$ cat src/rtl/regbank_mp_pkg.sv
// Shared bank-select codes and clear-engine state encoding for regbank_mp.
package regbank_mp_pkg;
  localparam logic [1:0] S_REGS = 2'd0;
  localparam logic [1:0] P_REGS = 2'd1;

  typedef enum logic [1:0] {
    CLR_IDLE  = 2'd0,
    CLR_SWEEP = 2'd1,
    CLR_DONE  = 2'd2
  } clr_state_e;
endpackage

$ cat src/rtl/regbank_mp_port_read.sv
// One combinational read port: bank decode, write bypass with higher-port priority,
// and busy masking so rd_busy agrees with the bypassed data.
module regbank_port_read import regbank_mp_pkg::*; #(
  parameter int WIDTH         = 32,
  parameter int NUM_REGS      = 16,
  parameter int NUM_PRED_REGS = 8,
  parameter int NUM_WR        = 2,
  parameter int REG_SEL       = $clog2(NUM_REGS)
) (
  input  logic [1:0]                          sel,
  input  logic [REG_SEL-1:0]                  addr,
  input  logic [NUM_REGS-1:0][WIDTH-1:0]      s_regs,
  input  logic [NUM_REGS-1:0]                 s_busy,
  input  logic [NUM_PRED_REGS-1:0]            p_regs,
  input  logic [NUM_PRED_REGS-1:0]            p_busy,
  input  logic [NUM_WR-1:0]                   wr_act,
  input  logic [NUM_WR-1:0][1:0]              wr_sel,
  input  logic [NUM_WR-1:0][REG_SEL-1:0]      wr_addr,
  input  logic [NUM_WR-1:0][WIDTH-1:0]        wr_data,
  output logic [WIDTH-1:0]                    data,
  output logic                                busy
);
  localparam int PSEL = $clog2(NUM_PRED_REGS);

  logic [PSEL-1:0] paddr;
  assign paddr = addr[PSEL-1:0];

  // Ascending scan so the highest-indexed matching write port overrides.
  always_comb begin
    data = '0;
    busy = 1'b0;
    if (sel == S_REGS) begin
      data = s_regs[addr];
      busy = s_busy[addr];
      for (int w = 0; w < NUM_WR; w++)
        if (wr_act[w] && wr_sel[w] == S_REGS && wr_addr[w] == addr) begin
          data = wr_data[w];
          busy = 1'b0;
        end
    end else if (sel == P_REGS) begin
      data = WIDTH'(p_regs[paddr]);
      busy = p_busy[paddr];
      for (int w = 0; w < NUM_WR; w++)
        if (wr_act[w] && wr_sel[w] == P_REGS && wr_addr[w][PSEL-1:0] == paddr) begin
          data = WIDTH'(wr_data[w][0]);
          busy = 1'b0;
        end
    end
  end
endmodule

$ cat src/rtl/regbank_mp.sv
// Multi-port scalar/predicate register bank with bypass, busy scoreboard
// and a sequenced bank-clear engine.
module regbank_mp import regbank_mp_pkg::*; #(
  parameter int WIDTH         = 32,
  parameter int NUM_REGS      = 16,
  parameter int NUM_PRED_REGS = 8,
  parameter int NUM_RD        = 3,
  parameter int NUM_WR        = 2,
  parameter int REG_SEL       = $clog2(NUM_REGS)
) (
  input  logic                           clk,
  input  logic                           reset_n,
  input  logic [NUM_RD-1:0][1:0]         rd_sel,
  input  logic [NUM_RD-1:0][REG_SEL-1:0] rd_addr,
  output logic [NUM_RD-1:0][WIDTH-1:0]   rd_data,
  output logic [NUM_RD-1:0]              rd_busy,
  input  logic [NUM_WR-1:0]              wr_en,
  input  logic [NUM_WR-1:0][1:0]         wr_sel,
  input  logic [NUM_WR-1:0][REG_SEL-1:0] wr_addr,
  input  logic [NUM_WR-1:0][WIDTH-1:0]   wr_data,
  input  logic                           iss_valid,
  input  logic [1:0]                     iss_sel,
  input  logic [REG_SEL-1:0]             iss_addr,
  input  logic                           clear_req,
  output logic                           clear_busy,
  output logic                           clear_done
);
  localparam int PSEL = $clog2(NUM_PRED_REGS);

  logic [NUM_REGS-1:0][WIDTH-1:0] s_regs;
  logic [NUM_REGS-1:0]            s_busy;
  logic [NUM_PRED_REGS-1:0]       p_regs;
  logic [NUM_PRED_REGS-1:0]       p_busy;
  logic [REG_SEL-1:0]             cnt;
  clr_state_e                     state;
  logic                           sweep;
  logic [NUM_WR-1:0]              wr_act;

  assign sweep      = (state == CLR_SWEEP);
  assign clear_busy = sweep;
  assign clear_done = (state == CLR_DONE);
  // Writes are dropped during the sweep and held off while reset is asserted,
  // which also keeps the bypass from leaking data onto rd_data in either case.
  assign wr_act     = (sweep || !reset_n) ? '0 : wr_en;

  for (genvar r = 0; r < NUM_RD; r++) begin : g_rd
    regbank_port_read #(
      .WIDTH(WIDTH), .NUM_REGS(NUM_REGS), .NUM_PRED_REGS(NUM_PRED_REGS),
      .NUM_WR(NUM_WR), .REG_SEL(REG_SEL)
    ) u_rd (
      .sel(rd_sel[r]), .addr(rd_addr[r]),
      .s_regs(s_regs), .s_busy(s_busy), .p_regs(p_regs), .p_busy(p_busy),
      .wr_act(wr_act), .wr_sel(wr_sel), .wr_addr(wr_addr), .wr_data(wr_data),
      .data(rd_data[r]), .busy(rd_busy[r])
    );
  end

  always_ff @(posedge clk or negedge reset_n) begin
    if (!reset_n) begin
      s_regs <= '0;
      s_busy <= '0;
      p_regs <= '0;
      p_busy <= '0;
      cnt    <= '0;
      state  <= CLR_IDLE;
    end else if (sweep) begin
      s_regs[cnt] <= '0;
      s_busy[cnt] <= 1'b0;
      if (cnt == '0) begin
        p_regs <= '0;
        p_busy <= '0;
      end
      if (cnt == REG_SEL'(NUM_REGS-1)) state <= CLR_DONE;
      else                              cnt   <= cnt + 1'b1;
    end else begin
      for (int w = 0; w < NUM_WR; w++) begin
        if (wr_en[w] && wr_sel[w] == S_REGS) begin
          s_regs[wr_addr[w]] <= wr_data[w];
          s_busy[wr_addr[w]] <= 1'b0;
        end else if (wr_en[w] && wr_sel[w] == P_REGS) begin
          p_regs[wr_addr[w][PSEL-1:0]] <= wr_data[w][0];
          p_busy[wr_addr[w][PSEL-1:0]] <= 1'b0;
        end
      end
      // Issued after the writes so a new producer outranks a same-cycle writeback.
      if (iss_valid && iss_sel == S_REGS)      s_busy[iss_addr]           <= 1'b1;
      else if (iss_valid && iss_sel == P_REGS) p_busy[iss_addr[PSEL-1:0]] <= 1'b1;
      if (state == CLR_DONE) state <= CLR_IDLE;
      else if (clear_req) begin
        state <= CLR_SWEEP;
        cnt   <= '0;
      end
    end
  end
endmodule
$ cat config.mk
export PLATFORM = sky130hd
export DESIGN_NAME = regbank_mp
export DESIGN_NICKNAME = d
export VERILOG_FILES = /design/src/rtl/regbank_mp_pkg.sv /design/src/rtl/regbank_mp_port_read.sv /design/src/rtl/regbank_mp.sv
export SDC_FILE = /design/constraint.sdc
export NUM_CORES = 2
export LEC_CHECK = 0
export BUFFER_PORTS_ARGS = -buffer_cell sky130_fd_sc_hd__buf_2
export CAP_MARGIN = 25
export CORE_MARGIN = 2
export CORE_UTILIZATION = 60
export CTS_CLUSTER_SIZE = 25
export DETAILED_ROUTE_END_ITERATION = 6
export GPL_ROUTABILITY_DRIVEN = 0
export PLACE_DENSITY_LB_ADDON = 0.08
export SYNTH_ARGS = -nofsm -noshare
export SYNTH_HDL_FRONTEND = slang
export SYNTH_SLANG_ARGS = --single-unit
export TNS_END_PERCENT = 5
$ cat constraint.sdc
create_clock -name clk -period 4.1 [get_ports clk]
set_clock_uncertainty 0.1 [all_clocks]
set_input_delay 0.82 -clock clk [delete_from_list [all_inputs] [get_ports clk]]
set_output_delay 0.82 -clock clk [all_outputs]
set_load 0.005 [all_outputs]
# After elaboration in Yosys (flattened, before gate mapping)
# Cells that the tools add are included.
# op_classes
bitwise	14
add_sub_neg	1
n_reduce_logical	42
muxes	119
magnitude_cmp	20
eq_ne	25
# op_table
op	count
two-way mux 512 bit	4
bitwise mux 512 bit	2
two-way mux 32 bit	18
bitwise AND 512 bit	1
NOT 512 bit	1
binary-select mux 32 bit (select 4 bit)	3
demux 32 bit (select 4 bit)	3
two-way mux 8 bit	16
two-way mux 16 bit	6
bitwise AND 16 bit	3
NOT 16 bit	3
two-way mux 1 bit	40
< comparator 4 x 5 -> 1 bit (second input constant)	7
logical AND 1 bit	29
== test 4 bit	6
< comparator 3 x 4 -> 1 bit (second input constant)	6
binary-select mux 1 bit (select 3 bit)	6
== test 3 bit	6
bitwise AND 8 bit	2
bitwise mux 8 bit	2
demux 1 bit (select 4 bit)	4
>= comparator 4 x 1 -> 1 bit (second input constant)	4
two-way mux 4 bit	4
NOT 8 bit	2
20 further kinds	43
# word_totals
inputBits	106
word_cells	242
output_inout_bits	101
reg_bits	550

# Depth between registers and ports, before layout
# depth
ltp_word	17
depth_mapped	10
depth_no_buf	7

# Modules after synthesis
# A second synthesis with hierarchy kept.
# unflattened
hier_cells	5449
hier_area_um2	49364.8
# modules_own_cells
module	seq_area_each_um2	n_inst	cells_per_inst	area_each_um2
regbank_mp	13763.2	1	4393	34279.1
regbank_port_read	0.0	3	352	5028.6

# Worst setup path before layout
# OpenSTA, ideal clock, no wires.
# synth_path
kind	input-to-output
startpoint	input port rd_addr[9] in the netlist's numbering
endpoint	output port rd_busy[2]
arrival_time_ns	2.764
setup_slack_ns	0.416
n_path_buf	5
t_required_ns	3.180
path_stages	8
path_cell_list	buf_2 > buf_2 > buf_2 > buf_2 > mux4_2 > mux4_2 > a22o_1 > buf_4
# synth_via
elab_chain_len	6
# synth_rtl
item	line	rtl
start: declaration	regbank_mp.sv:14	input logic [NUM_RD-1:0][REG_SEL-1:0] rd_addr,
binary-select mux 1 bit (select 3 bit) / == test 3 bit (equally long branches)	regbank_mp_port_read.sv:42, regbank_mp_port_read.sv:44	
two-way mux 1 bit (not written as such) / logical AND 1 bit (equally long branches)	regbank_mp_port_read.sv:42, regbank_mp_port_read.sv:44	
two-way mux 1 bit (2 in a row)	regbank_mp_port_read.sv:44	if (wr_act[w] && wr_sel[w] == P_REGS && wr_addr[w][PSEL-1:0] == paddr) begin
two-way mux 1 bit	regbank_mp_port_read.sv:40	end else if (sel == P_REGS) begin
two-way mux 1 bit *	regbank_mp_port_read.sv:32	if (sel == S_REGS) begin
end: declaration	regbank_mp.sv:16	output logic [NUM_RD-1:0] rd_busy,
# Mark *: on every way between the ends. The rest lies on a longest branch, timed or not. The select of a mux whose other input is x is not followed.

==> reports/results.ini <==
[synthesis]
synth-async-reset-ratio=1.00
synth.yosys.seq_area_share=0.294
synth.cell_area_um2=46900
synthCells=4891
yosys_warnings=0
ys.flop_type=dfrtp_1
ys_seq_elements=550
ys_types=57
synthesis.nets=5003
synth_edf_count=0
syn_area_per_cell_um2=9.58

[setup_path]
startpoint_type=flip-flop
crit_path_end_kind=output port
critPathRequiredTime_ps=3180
rrSetupSlack_ps=470
crit_slowest_cell=dfrtp_1
max_stage_delay_ps=380
critPathKind=reg -> out
arrival_ps=3160
cp_max_fo=14
crit_chain=inv_1, ha_4, nand2b_4, nor4b_2, buf_4, and3_4, buf_12, mux2i_1, a21oi_1, buf_2

[drt]
num_vias=48300
drtAntennaViolNets=0
routedWlPerCell_um=35.6
vias_per_cell=8.33
drt_pass1_iterations=7
drc=8
drt-initial-drc-count=8408
wl_um=207000

[placed_design]
dp_cells=5662
dpl_cell_area_um2=49400
dp_hpwl_um=119000
place.port_buffers=206

[final_layout]
nets=4809
drive_gt1_frac=0.230
finalNonFillerCells=5802
utilization=0.671
fillCellCount=5965
syn_to_final_growth_pct=10.8
design_area_um2=52000

[global_route]
antenna_found_initial=12
grt_usage=0.506
grt_pass1_vias=46000
grt_start_max_net_pins=182
grt_overflow=0
grt_pass1_wl_um=304000

[clock_tree]
clock_sinks=550
h-tree-depth=3
cts_buffer_depth=3
cts.reportedPaths.clkPinSlew_ps=60
cts_tree=done
clk_latency_ps=630
cts_made_buffers=70
hold_buffers=0
cts_root_buf=clkbuf_16

[timing]
slew_viol_final=0
fin_crit_ps=4080
tightest_slew_ps=1100
max_freq_mhz=245
hold_violations=0
finalCritPeriodShare=0.994
setup_viol=0
fin_hold_ws_ps=66.9
relSlewSlack=0.268

[power]
swShare=0.413
leakage_uw=0.0240
combPwrFrac=0.418
power-per-cell-area_nw_per_um2=526
ir_drop_mv=0.766
intPower_uw=16100
p_sw_uw=11300
seq_power_share=0.335
pwr-share-clk=0.248

[die]
std_cell_rows=102
die_h_um=284
design.die.area_um2=80400
initial_core_util=0.605
die_x_um=284
fp.coreArea_um2=77500
io_pins=207

[run_status]
status=finished, violations left
violations=design-rule violations

[flow_run]
maxCapViolCount=0

[min_path]
hp-class=in -> async

state kept, by name, summed over array words and instances, names as in the netlist:
register and count:
p_busy 8, s_busy 16, state 2, s_regs 512
p_regs 8, cnt 4
per-stage QoR:
step | worst slack, ps | TNS, ps | total power (uW)
after floorplan | 416 | 0 | 15800
after global placement | 47.6 | 0 | 19700
after detailed placement | 84.5 | 0 | 20000
after CTS | 25.4 | 0 | 26700
after global routing | -8.56 | -8.56 | 28100
final | 24.0 | 0 | 27300
synth_stat cells, types with 6 or more instances:
cell type / number / area (um^2)
buf_1: 100 / 375
xor2_1: 7 / 61.3
a21oi_1: 40 / 200
mux2_2: 10 / 113
and3b_1: 6 / 52.6
buf_2: 69 / 345
and3_1: 70 / 438
nand3_1: 274 / 1370
mux2i_1: 50 / 500
ha_1: 6 / 75.1
buf_6: 8 / 90.1
nor2_1: 544 / 2040
dfrtp_1: 550 / 13800
clkbuf_1: 479 / 1800
nand2_1: 579 / 2170
buf_4: 30 / 225
and2_1: 7 / 43.8
nor3b_1: 8 / 60.1
nor3_1: 9 / 45.0
nor2b_1: 7 / 43.8
a32oi_1: 9 / 78.8
nand2b_1: 6 / 37.5
xnor2_1: 18 / 158
mux4_2: 468 / 10500
a221o_1: 62 / 621
a311oi_1: 515 / 4510
mux4_1: 35 / 920
a21o_1: 515 / 3870
o21ai_0: 323 / 1620
a22oi_1: 8 / 60.1
nand4_1: 9 / 56.3
a21boi_1: 15 / 113
cell families (layout without fill, tap and decap cells):
logic type | after synthesis | in the layout | synth area share
simple gates | 1540 | 1540 | 0.140
compound gates | 1514 | 1514 | 0.241
buf+inv | 693 | 548 | 0.0615
mux | 563 | 563 | 0.258
flops | 550 | 550 | 0.294
xor+xnor | 25 | 25 | 0.00467
fa+ha+maj | 6 | 6 | 0.00160
other cells | 0 | 16 | 0
power groups by stage:
stage               logic, uW  clock network (uW)  registers [uW]
floorplan                7520                   0            8290
global route            11800                6930            9340
detailed placement      10900                   0            9070
finish                  11400                6770            9150
global placement        10700                   0            8970
CTS                     10900                6730            9010
per-layer routing:
layer  wire (um)  track usage  vias up
met3       36300        0.223     1351
met4       18000        0.351       12
li1            -            -    18600
met2       84800        0.700     4952
met1       67400        0.637    23400
met5          80            0        -
repair_timing:
item                       in CTS  in global routing
gates resized for setup         0                  8
setup endpoints to repair       2                 28
setup buffers                   2                  0
pin swaps                       1                  0
critical path: cells and delay by family (launching register included):
family | cells | cell delay [ps]
AOI/OAI and AO/OA | 1 | 300
adders and majority gates | 1 | 190
buffers and inverters | 4 | 740
DFF | 1 | 380
muxes | 1 | 100
and+or+nand+nor | 3 | 780
worst paths after layout:
| check | start | to | depth (start not counted) |
|---|---|---|---|
| min | reset_n | s_regs[29] | 2 |
| max in group asynchronous | reset_n | s_regs[36] | 4 |
| max reg2reg | state[1] | p_busy[0] | 8 |
| min in group clk | iss_addr[0] | p_busy[0] | 2 |
| min reg2reg | s_regs[456] | s_regs[456] | 1 |
| max | state[1] | rd_data[39] | 10 |
cells in the final DEF, fill, tap and decap left out, types with 62 or more instances in the layout:
master | synthesis | routed
nand2_1 | 579 | 557
dfrtp_1 | 550 | 550
nor2_1 | 544 | 533
a311oi_1 | 515 | 515
a21o_1 | 515 | 515
mux4_2 | 468 | 468
o21ai_0 | 323 | 323
nand3_1 | 274 | 269
buf_2 | 69 | 196
buf_4 | 30 | 150
clkbuf_16 | 0 | 71
and3_1 | 70 | 69
buf_12 | 0 | 67
a221o_1 | 62 | 62
area by class of cell:
cell class	count	area (um^2)	area share
Clock inverter	27	439	0.00845
Timing Repair Buffer	422	3610	0.0695
Tap cell	1040	1300	0.0250
Sequential cell	550	13800	0.265
Multi-Input combinational cell	3648	30800	0.593
Clock buffer	94	1960	0.0378
Inverter	5	18.8	0.000361
Antenna cell	16	40.0	0.000771
No activity file was read; power rests on OpenSTA's default activity.
